===== config.mk =====
export PLATFORM = sky130hd
export DESIGN_NAME = s_to_p_stream_flat
export DESIGN_NICKNAME = d
export VERILOG_FILES = /design/src/rtl/s_to_p_stream_if.sv /design/src/rtl/s_to_p_stream.sv /design/src/flat_wrapper.sv
export SDC_FILE = /design/constraint.sdc
export NUM_CORES = 1
export LEC_CHECK = 0
export BUFFER_PORTS_ARGS = -buffer_cell sky130_fd_sc_hd__clkbuf_2
export CORE_MARGIN = 2
export CORE_UTILIZATION = 40
export DETAILED_ROUTE_END_ITERATION = 8
export GPL_TIMING_DRIVEN = 0
export PLACE_DENSITY_LB_ADDON = 0.3
export SLEW_MARGIN = 40
export SYNTH_ARGS = -nofsm -noshare
export SYNTH_HDL_FRONTEND = slang
export SYNTH_SLANG_ARGS = --single-unit

===== constraint.sdc =====
create_clock -name clk -period 2.64 [get_ports clk]
set_input_delay 0.264 -clock clk [delete_from_list [all_inputs] [get_ports clk]]
set_output_delay 0.264 -clock clk [all_outputs]
set_load 0.02 [all_outputs]

===== src/rtl/s_to_p_stream_if.sv =====
// Valid/ready stream bundle for s_to_p_stream: narrow beats in, packed words out.
// When S_TO_P_LAST_EN is defined the bundle also carries i_last, o_last and o_keep.
interface s_to_p_stream_if #(
    parameter int IWIDTH = 8,
    parameter int OWIDTH = 4
);
    logic [IWIDTH-1:0]        i_data;
    logic                     i_valid;
    logic                     i_ready;
    logic [IWIDTH*OWIDTH-1:0] o_data;
    logic                     o_valid;
    logic                     o_ready;
`ifdef S_TO_P_LAST_EN
    logic                     i_last;
    logic                     o_last;
    logic [OWIDTH-1:0]        o_keep;
`endif

    // The slave side is the converter; the master side is the surrounding environment.
    modport slave (
        input  i_data, i_valid, o_ready,
`ifdef S_TO_P_LAST_EN
        input  i_last,
        output o_last, o_keep,
`endif
        output i_ready, o_data, o_valid
    );

    modport master (
        output i_data, i_valid, o_ready,
`ifdef S_TO_P_LAST_EN
        output i_last,
        input  o_last, o_keep,
`endif
        input  i_ready, o_data, o_valid
    );
endinterface


===== src/rtl/s_to_p_stream.sv =====
// Double-buffered serial-to-parallel converter: packs OWIDTH IWIDTH-bit beats per output word.
// Optional early word close with lane-keep mask when S_TO_P_LAST_EN is defined.
module s_to_p_stream #(
    parameter int IWIDTH     = 8,
    parameter int OWIDTH     = 4,
    parameter int LANE_ORDER = 0
) (
    input logic           clk,
    input logic           rst,
    s_to_p_stream_if.slave bus
);
    localparam int CW = $clog2(OWIDTH + 1);
    localparam int LW = $clog2(OWIDTH);

    logic [OWIDTH-1:0][IWIDTH-1:0] asm_data;
    logic [OWIDTH-1:0][IWIDTH-1:0] word;
    logic [CW-1:0]                 asm_cnt;
    logic                          asm_full;
    logic [IWIDTH*OWIDTH-1:0]      o_data_r;
    logic                          o_valid_r;
    logic [LW-1:0]                 lane;
    logic                          accept;
    logic                          out_free;
    logic                          early;
    logic                          complete;
    logic                          move_held;
    logic                          move_new;
    logic                          hold_new;

    assign bus.i_ready = !asm_full;
    assign bus.o_data  = o_data_r;
    assign bus.o_valid = o_valid_r;

`ifdef S_TO_P_LAST_EN
    assign early = bus.i_last;
`else
    assign early = 1'b0;
`endif

    assign accept    = bus.i_valid && !asm_full;
    assign out_free  = !o_valid_r || bus.o_ready;
    assign complete  = accept && ((asm_cnt == CW'(OWIDTH - 1)) || early);
    assign move_held = asm_full && out_free;
    assign move_new  = complete && out_free;
    assign hold_new  = complete && !out_free;

    // Assembly word including the beat arriving this cycle, so a completing
    // beat can go straight to the output register without a bubble.
    always_comb begin
        // NOTE: every combinational output gets a default first so no latch is inferred.
        lane = asm_cnt[LW-1:0];
        if (LANE_ORDER != 0) lane = LW'(OWIDTH - 1) - asm_cnt[LW-1:0];
        word       = asm_data;
        word[lane] = bus.i_data;
    end

    always_ff @(posedge clk or posedge rst) begin
        if (rst) begin
            // NOTE: asm_data is reset (and cleared on hand-off) because unwritten lanes must read 0.
            asm_data  <= '0;
            asm_cnt   <= '0;
            asm_full  <= 1'b0;
            o_data_r  <= '0;
            o_valid_r <= 1'b0;
        end else begin
            // NOTE: non-blocking assignments so every register samples pre-edge values.
            if (move_held || move_new) begin
                o_valid_r <= 1'b1;
                o_data_r  <= move_held ? asm_data : word;
            end else if (o_valid_r && bus.o_ready) begin
                o_valid_r <= 1'b0;
            end

            if (move_held || move_new) begin
                asm_data <= '0;
                asm_cnt  <= '0;
                asm_full <= 1'b0;
            end else if (hold_new) begin
                asm_data <= word;
                asm_full <= 1'b1;
            end else if (accept) begin
                asm_data <= word;
                asm_cnt  <= asm_cnt + CW'(1);
            end
        end
    end

`ifdef S_TO_P_LAST_EN
    logic [OWIDTH-1:0] asm_keep;
    logic [OWIDTH-1:0] word_keep;
    logic              asm_last;
    logic [OWIDTH-1:0] o_keep_r;
    logic              o_last_r;

    assign word_keep  = asm_keep | (OWIDTH'(1) << lane);
    assign bus.o_keep = o_keep_r;
    assign bus.o_last = o_last_r;

    // Sideband follows exactly the same move/hold/accept decisions as the data path.
    always_ff @(posedge clk or posedge rst) begin
        if (rst) begin
            asm_keep <= '0;
            asm_last <= 1'b0;
            o_keep_r <= '0;
            o_last_r <= 1'b0;
        end else begin
            if (move_held) begin
                o_keep_r <= asm_keep;
                o_last_r <= asm_last;
            end else if (move_new) begin
                o_keep_r <= word_keep;
                o_last_r <= early;
            end

            if (move_held || move_new) begin
                asm_keep <= '0;
                asm_last <= 1'b0;
            end else if (hold_new) begin
                asm_keep <= word_keep;
                asm_last <= early;
            end else if (accept) begin
                asm_keep <= word_keep;
            end
        end
    end
`endif
endmodule


===== src/flat_wrapper.sv =====
// flat-port wrapper written by rule: the top's interface ports become plain ports
module s_to_p_stream_flat 
#(
    parameter int IWIDTH     = 8,
    parameter int OWIDTH     = 4,
    parameter int LANE_ORDER = 0
)
  (clk, rst, bus_i_data, bus_i_valid, bus_o_ready, bus_i_ready, bus_o_data, bus_o_valid);
  s_to_p_stream_if #(.IWIDTH(IWIDTH), .OWIDTH(OWIDTH)) bus_i ();
  input logic clk;
  input logic rst;
  input wire logic [$bits(bus_i.i_data)-1:0] bus_i_data;
  input wire logic [$bits(bus_i.i_valid)-1:0] bus_i_valid;
  input wire logic [$bits(bus_i.o_ready)-1:0] bus_o_ready;
  output wire logic [$bits(bus_i.i_ready)-1:0] bus_i_ready;
  output wire logic [$bits(bus_i.o_data)-1:0] bus_o_data;
  output wire logic [$bits(bus_i.o_valid)-1:0] bus_o_valid;
  assign bus_i.i_data = bus_i_data;
  assign bus_i.i_valid = bus_i_valid;
  assign bus_i.o_ready = bus_o_ready;
  assign bus_i_ready = bus_i.i_ready;
  assign bus_o_data = bus_i.o_data;
  assign bus_o_valid = bus_i.o_valid;
  s_to_p_stream #(.IWIDTH(IWIDTH), .OWIDTH(OWIDTH), .LANE_ORDER(LANE_ORDER)) u_core (.clk(clk), .rst(rst), .bus(bus_i));
endmodule

; Word-level counts from Yosys, hierarchy flattened
; Cells that the tools add are included.
[totals]
reg_bits = 69
inputBits = 12
output_inout_bits = 34
[op_classes]
addsub = 1
magnitude_cmp = 2
eq_ne = 2
mux = 14
reduce_logical = 17
[op_table]
columns = op, count
row1 = $mux 32, 4
row2 = $bwmux 32, 1
row3 = $demux 8 s2, 1
row4 = $mux 3, 3
row5 = $mux 8, 1
row6 = $logic_and 1x1->1, 7
row7 = $reduce_bool 2->1, 3
row8 = $mux 1, 4
row9 = $add 3x1->3 const B, 1
row10 = $eq 3x2->1 const B, 1
row11 = $logic_not 1->1, 3
row12 = $lt 2x3->1 const B, 1
row13 = $reduce_bool 3->1, 1
row14 = $ge 2x1->1 const B, 1
row15 = $logic_or 1x1->1, 2
row16 = $ne 2x2->1 const B, 1
row17 = $reduce_and 2->1, 1

; Depth between registers and ports, before layout
; Gate-level depths: netlist of run 1.
[depth]
word_depth = 8
mapped_depth = 9

; Worst setup path before layout of run 1
; OpenSTA, ideal clock, no wires.
[synth_timing]
path_type = register -> register
start = register u_core.asm_cnt[0]
end = register u_core.o_data_r[0] (netlist: u_core.bus.o_data[0])
setup_ns = 0.073
arrival_ns = 1.729
required_time_ns = 2.567
slack_ns = 0.837
path_stages_with_launch = 10
path_buffers = 4
synth_period_minus_slack_ns = 1.803
path_cell_list = dfrtp_1 > ha_1 > ha_1 > buf_4 > a21o_1 > buf_6 > and2_4 > buf_6 > buf_6 > a21oi_2
[synth_via]
elab_chain_len = 6
[synth_rtl]
columns = element, line_no
row1 = "start, declared", s_to_p_stream.sv:17  ; logic [CW-1:0] asm_cnt;
row2 = "start signal, assigned", s_to_p_stream.sv:83  ; asm_cnt <= asm_cnt + CW'(1);
row3 = $lt 2x3->1 (not written as such) or $ge 2x1->1 (tied branches), s_to_p_stream.sv:54  ; word[lane] = bus.i_data;
row4 = $logic_and 1x1->1 (not written as such), s_to_p_stream.sv:54
row5 = $mux 8 (not written as such), s_to_p_stream.sv:54
row6 = $demux 8 s2, --
row7 = $bwmux 32, s_to_p_stream.sv:54
row8 = $mux 32, s_to_p_stream.sv:69  ; o_data_r <= move_held ? asm_data : word;
row9 = "end signal, assigned", s_to_p_stream.sv:69
row10 = "end, declared", s_to_p_stream.sv:19  ; logic [IWIDTH*OWIDTH-1:0] o_data_r;
; Several ways; a longest one is shown, not always the timed one.
; A chain may end at the register's enable or synchronous reset.

; Worst setup path after layout of run 1
[layout_timing]
start = register u_core.asm_cnt[1]
end = register u_core.o_data_r[16] (netlist: u_core.bus.o_data[16])
; The elaborated chain is that of the path after synthesis.

==> impl_metrics.json, run 1 <==
{
  "synth_compound_area_frac": 0.2602,
  "crit_path_end_kind": "flip-flop",
  "cts.sinks": 69,
  "grt_pass1_wl_mm": 11.56,
  "clockRootBuffer": "clkbuf_8",
  "setup_violations": 0,
  "final_area_mm2": 0.003772,
  "cts_tree": "built",
  "critPathMaxFanout": 10,
  "areaGrowthSynthToFinish_pct": 16.23,
  "report.final.slew_viol_count": 0,
  "synth_fa_ha_area_frac": 0.01928,
  "power.leakage_nw": 1.710,
  "cts_hold_buffers": 1,
  "r2r-end": "u_core.bus.o_data[16]",
  "fmax_mhz": 489.8,
  "relSlewSlack": 0.6386,
  "top_layer": "met4",
  "reg2reg_depth": 8,
  "crit_start": "u_core.asm_cnt[1]",
  "place_congestion": 0.8276,
  "nNetsFinal": 333,
  "hold_viol_final": 0,
  "reg2reg_slack_ns": 0.60,
  "clockBufferDepth": 2,
  "port_buffers": 36,
  "cts_resized": 0,
  "drc": 0,
  "synth_top_cell_by_area": "dfrtp_1",
  "hold_slack_ns": 0.2338,
  "syn_nets": 284,
  "vdd_drop_max_v": 0.0003222,
  "grt_max_degree": 36,
  "io_pins": 46,
  "crit-reg2reg-launch": "u_core.asm_cnt[1]",
  "cts.clk_slew.worst_paths_ns": 0.07,
  "postRouteWirelength_mm": 7.073,
  "drt_iter0_drc": 106,
  "drive_above_1_share": 0.3292,
  "synth_top_family_by_area": "compound AO/OA/AOI/OAI gates",
  "grt_usage": 0.1754,
  "p_total_w": 0.004682,
  "clk_latency_ns": 0.34,
  "grt_pass1_vias": 2177,
  "n_fill_cell": 712,
  "start_util": 0.4157,
  "ys_ff_latch": 69,
  "final_cell_mix": "dfrtp_1 (69), clkbuf_2 (40), a22o_1 (35), a21oi_1 (35), a21oi_2 (34)",
  "ctsHtreeMaxLevel": 3,
  "fin_tns_setup_ns": 0,
  "syn_inst": 267,
  "synth-xor-area-share": 0,
  "skew_ns": 0.007126,
  "outcome": "finished, final reports clean",
  "syn_area_mm2": 0.003246,
  "yosys-top-cells-area": "dfrtp_1 (53%), mux2i_1 (10%), a22o_1 (9.4%), a21oi_2 (9.2%), a21oi_1 (5.4%)",
  "num_antenna_cells": 0,
  "period_needed_ns": 2.042,
  "rsz0062_at_grt": "no",
  "dr_wl_met3_um": 235,
  "dpl-instance-area_mm2": 0.003578,
  "cts_buffers": 9,
  "post-route-period-util": 0.7734,
  "postCtsSetupRepairBufs": 0,
  "ys_types": 22,
  "hpwl_mm": 4.825,
  "wl_met1_mm": 3.399,
  "die-area_mm2": 0.008850,
  "wl_met2_mm": 3.313,
  "power_density_mw_per_mm2": 1241,
  "critPathArrivalTime_ns": 2.31,
  "vias": 2271,
  "maxCapViolCount": 0,
  "setup.worst_path.end": "u_core.bus.o_data[16]",
  "wl_per_cell_um": 16.80,
  "worstMarginPinSlew_ns": 0.5421,
  "syn_avg_cell_area_um2": 12.16,
  "hold_class": "in2reg",
  "die_h_um": 94.08,
  "coreArea_mm2": 0.007807,
  "mostFrequentLayoutCell": "dfrtp_1",
  "ant_nets": 0,
  "yosysWarnings": 0,
  "yosysTopAreaCellShare": 0.5320,
  "viasPerCell": 5.394,
  "synth_simple_gate_area_frac": 0.02814,
  "grt_overflow": 0,
  "cp.required_ns": 2.90,
  "dr.pass1.iters": 4,
  "yosysSeqAreaShare": 0.5320,
  "num_rows": 32,
  "antenna_found_initial": 0,
  "worstSetupPathType": "reg2reg",
  "cp-start-kind": "flip-flop",
  "synth.area.mux_share": 0.1018,
  "die_w_um": 94.08
}
-- state kept, by name (all words and copies together), names as in the netlist --
| register | flops |
|---|---|
| u_core.bus.o_valid | 1 |
| u_core.bus.o_data | 32 |
| u_core.asm_data | 32 |
| u_core.asm_full | 1 |
| u_core.asm_cnt | 3 |
-- cells in the mapped netlist --
library cell   n
dfrtp_1       69
a21oi_1       35
a22o_1        35
a21oi_2       34
mux2i_1       33
buf_1          9
buf_6          6
inv_1          6
clkbuf_1       5
ha_1           5
a21boi_2       4
clkbuf_2       4
nand3b_1       4
nor2b_1        4
buf_4          3
nor2_1         3
nand2b_1       2
o22ai_1        2
a21o_1         1
and2_4         1
buf_2          1
nand2_1        1
-- final cells by class --
type	instances	area [um2]	share of cell area
flip-flops and latches	69	1727	0.4577
multi-input cells	164	1329	0.3522
repair buffers	38	210.2	0.05572
clock buffers	13	178.9	0.04743
plain buffers	28	167.7	0.04444
well taps	102	127.6	0.03383
inverters	6	27.53	0.007297
clock inverters	1	5.005	0.001327
-- worst max-delay path, stage by stage, from the launching register on --
cell      delay, ns
dfrtp_1        0.40
ha_1           0.24
ha_1           0.16
buf_4          0.16
a21o_1         0.14
buf_6          0.16
clkbuf_1       0.42
a21oi_1        0.16
a21oi_2        0.14
-- power breakdown --
group / internal, W / switching [W]
Combinational: 0.000857 / 0.00121
Clock: 0.000432 / 0.000371
Sequential: 0.00155 / 0.000265
Total: 0.00284 / 0.00185
-- metal layers --
layer | track usage | vias up
met3 | 0.03371 | 10
met4 | 0.07488 | 0
li1 | - | 1072
met2 | 0.2548 | 52
met1 | 0.2553 | 1137
met5 | 0 | -
-- worst min-delay path by stage --
stage / end / startpoint / slack (ns) / cells after the start
6_report: u_core.bus.o_valid / bus_i_valid / 0.23 / 3
5_1_grt: u_core.bus.o_valid / bus_i_valid / 0.25 / 3
4_1_cts: u_core.bus.o_valid / bus_i_valid / 0.22 / 3
3_5_place_dp: u_core.bus.o_data[23] / rst / 0.27 / 2
3_3_place_gp: u_core.asm_data[31] / u_core.asm_data[31] / 0.48 / 1
2_1_floorplan: u_core.asm_data[0] / u_core.asm_data[0] / 0.47 / 1
-- stage by stage --
step / utilization / worst slack (ns) / cells
4_1_cts: 0.4832 / 0.6071 / 421
5_1_grt: 0.4832 / 0.4600 / 421
3_3_place_gp: 0.4551 / -0.1779 / 405
3_5_place_dp: 0.4583 / 0.6048 / 406
2_1_floorplan: - / 0.6361 / 267
6_report: 0.4832 / 0.5982 / 421
-- cells by family after synthesis --
group	Yosys count
simple gates	15
mux	33
compound gates	111
buf+inv	34
flops	69
fa+ha+maj	5
No activity file was read; power rests on OpenSTA's default activity.
==> run 2, diff against run 1 <==
clock period = 2 ns   (was 2.64 ns; I/O delays follow)
==> run 2 against run 1 <==
  * Sequential share of layout area fell by 0.30 points
  * Critical path depth increased by 1
  * Routed wire length rose by 0.89%
  * Clock skew is essentially flat
  * Via count shrank 0.92%
  * Hold slack got worse by 0.068 ns
  * Register-to-register slack lost 0.53 ns
  * First-iteration DRC count fell by 7.5%
  * Critical path type unchanged
  * Sequential power increased by 32%
  * Clock power grew 32%
==> impl_metrics.json, run 2 (same netlist as run 1, synthesis figures left out) <==
{
  "drive_above_1_share": 0.3469,
  "report.final.slew_viol_count": 0,
  "maxCapViolCount": 0,
  "vdd_drop_max_v": 0.0004577,
  "outcome": "finished, final reports clean",
  "cp-start-kind": "flip-flop",
  "worstSetupPathType": "reg2reg",
  "critPathMaxFanout": 10,
  "holdPathStages": 3,
  "n_fill_cell": 709,
  "period_needed_ns": 1.937,
  "vias": 2250,
  "port_buffers": 36,
  "wl_per_cell_um": 16.91,
  "cp.required_ns": 2.27,
  "seq_area_mm2": 0.001727,
  "critPathArrivalTime_ns": 2.20,
  "cts.sinks": 69,
  "mostFrequentLayoutCell": "dfrtp_1",
  "areaGrowthSynthToFinish_pct": 17.00,
  "wl_met1_mm": 3.433,
  "die_w_um": 94.08,
  "die-area_mm2": 0.008850,
  "reg2reg_depth": 9,
  "postRouteWirelength_mm": 7.136,
  "grt_usage": 0.1754,
  "start_util": 0.4157,
  "worstMarginPinSlew_ns": 0.5384,
  "relSlewSlack": 0.6411,
  "layout_setup_ws_ns": 0.06329,
  "cts_tree": "built",
  "worst_hold_path.endpoint": "u_core.bus.o_valid",
  "clk_latency_ns": 0.34,
  "die_h_um": 94.08,
  "crit-reg2reg-launch": "u_core.asm_cnt[1]",
  "post-route-period-util": 0.9684,
  "drc": 0,
  "grt_max_degree": 36,
  "multi_input_area_mm2": 0.001343,
  "hpwl_mm": 4.825,
  "hold_class": "in2reg",
  "antenna_found_initial": 0,
  "fmax_mhz": 516.3,
  "power.leakage_nw": 1.732,
  "io_pins": 46,
  "dp_worst_setup_slack_ns": -0.03521,
  "nNetsFinal": 334,
  "clockRootBuffer": "clkbuf_8",
  "grt_overflow": 0,
  "grt_pass1_vias": 2177,
  "cts_buffers": 9,
  "crit_path_end_kind": "flip-flop",
  "min_from": "bus_i_valid",
  "dr.pass1.iters": 4,
  "wl_met2_mm": 3.344,
  "r2r-end": "u_core.bus.o_data[16]",
  "viasPerCell": 5.332,
  "grt_pass1_wl_mm": 11.56,
  "num_rows": 32,
  "hold_viol_final": 0,
  "drt_iter0_drc": 98,
  "skew_ns": 0.006887,
  "reg2reg_slack_ns": 0.06,
  "top_layer": "met4",
  "rsz0062_at_grt": "no",
  "ctsHtreeMaxLevel": 3,
  "setup_violations": 0,
  "clockBufferDepth": 2,
  "cts.clk_slew.worst_paths_ns": 0.07,
  "dp_cells": 406,
  "power_density_mw_per_mm2": 1636,
  "final_cell_mix": "dfrtp_1 (69), clkbuf_2 (43), a21oi_2 (35), a22o_1 (35), a21oi_1 (34)",
  "dr_wl_met3_um": 230,
  "ant_nets": 0,
  "num_antenna_cells": 0,
  "place_congestion": 0.8276,
  "coreArea_mm2": 0.007807,
  "stdcell_count": 422
}
## run 2: repair_timing
item / CTS / global route
resized for setup: 1 / 7
setup endpoints to repair: 9 / 56
hold endpoints to repair: 34 / 0
setup buffers: 0 / 1
hold buffers: 1 / 0
## run 2: area by class of cell
cell class	count	area share
plain buffers	28	0.04514
clock buffers	13	0.04712
clock inverters	1	0.001318
inverters	6	0.007249
multi-input cells	164	0.3535
flip-flops and latches	69	0.4547
well taps	102	0.03361
repair buffers	39	0.05733
## run 2: power by group
part | switching [W] | internal [W] | leakage [nW]
clock network | 0.000488 | 0.000570 | 0.0974
registers | 0.000353 | 0.00204 | 0.846
logic | 0.00161 | 0.00115 | 0.789
total | 0.00245 | 0.00376 | 1.73
## run 2: worst max-delay path, stage by stage (launching register included)
cell and delay (ns):
dfrtp_1 0.41, ha_2 0.21, ha_1 0.17, buf_4 0.17, a21o_1 0.17, buf_6 0.15
and2_4 0.16, buf_6 0.13, buf_6 0.15, a21oi_2 0.13
## run 2: worst max-delay path by stage
stage	startpoint	endpoint	slack (ns)	depth (start not counted)
after floorplan	rst	u_core.asm_cnt[0]	0.06	1
after global placement	rst	u_core.bus.o_data[7]	-0.75	2
after detailed placement	u_core.asm_cnt[1]	u_core.bus.o_data[16]	-0.04	8
after CTS	u_core.asm_cnt[0]	u_core.bus.o_data[16]	0.007	9
after global routing	u_core.asm_cnt[1]	u_core.bus.o_data[21]	0.01	9
final	u_core.asm_cnt[1]	u_core.bus.o_data[16]	0.06	9
## run 2: layer usage
metal | track usage | vias up
met5 | 0 | -
met4 | 0.07488 | 0
met3 | 0.03371 | 9
met2 | 0.2548 | 47
met1 | 0.2553 | 1122
li1 | - | 1072
## run 2: per-stage QoR
step                cell area, um2  hold WS, ns    util  TNS, ns  total power, W
floorplan                     3246       0.4640       -        0        0.004439
global placement              3553       0.4818  0.4551   -51.82        0.005102
detailed placement            3578       0.2044  0.4583  -0.1474        0.005169
CTS                           3774       0.1563  0.4833        0        0.006241
global route                  3797       0.1820  0.4864        0        0.006640
finish                        3797       0.1661  0.4864        0        0.006212
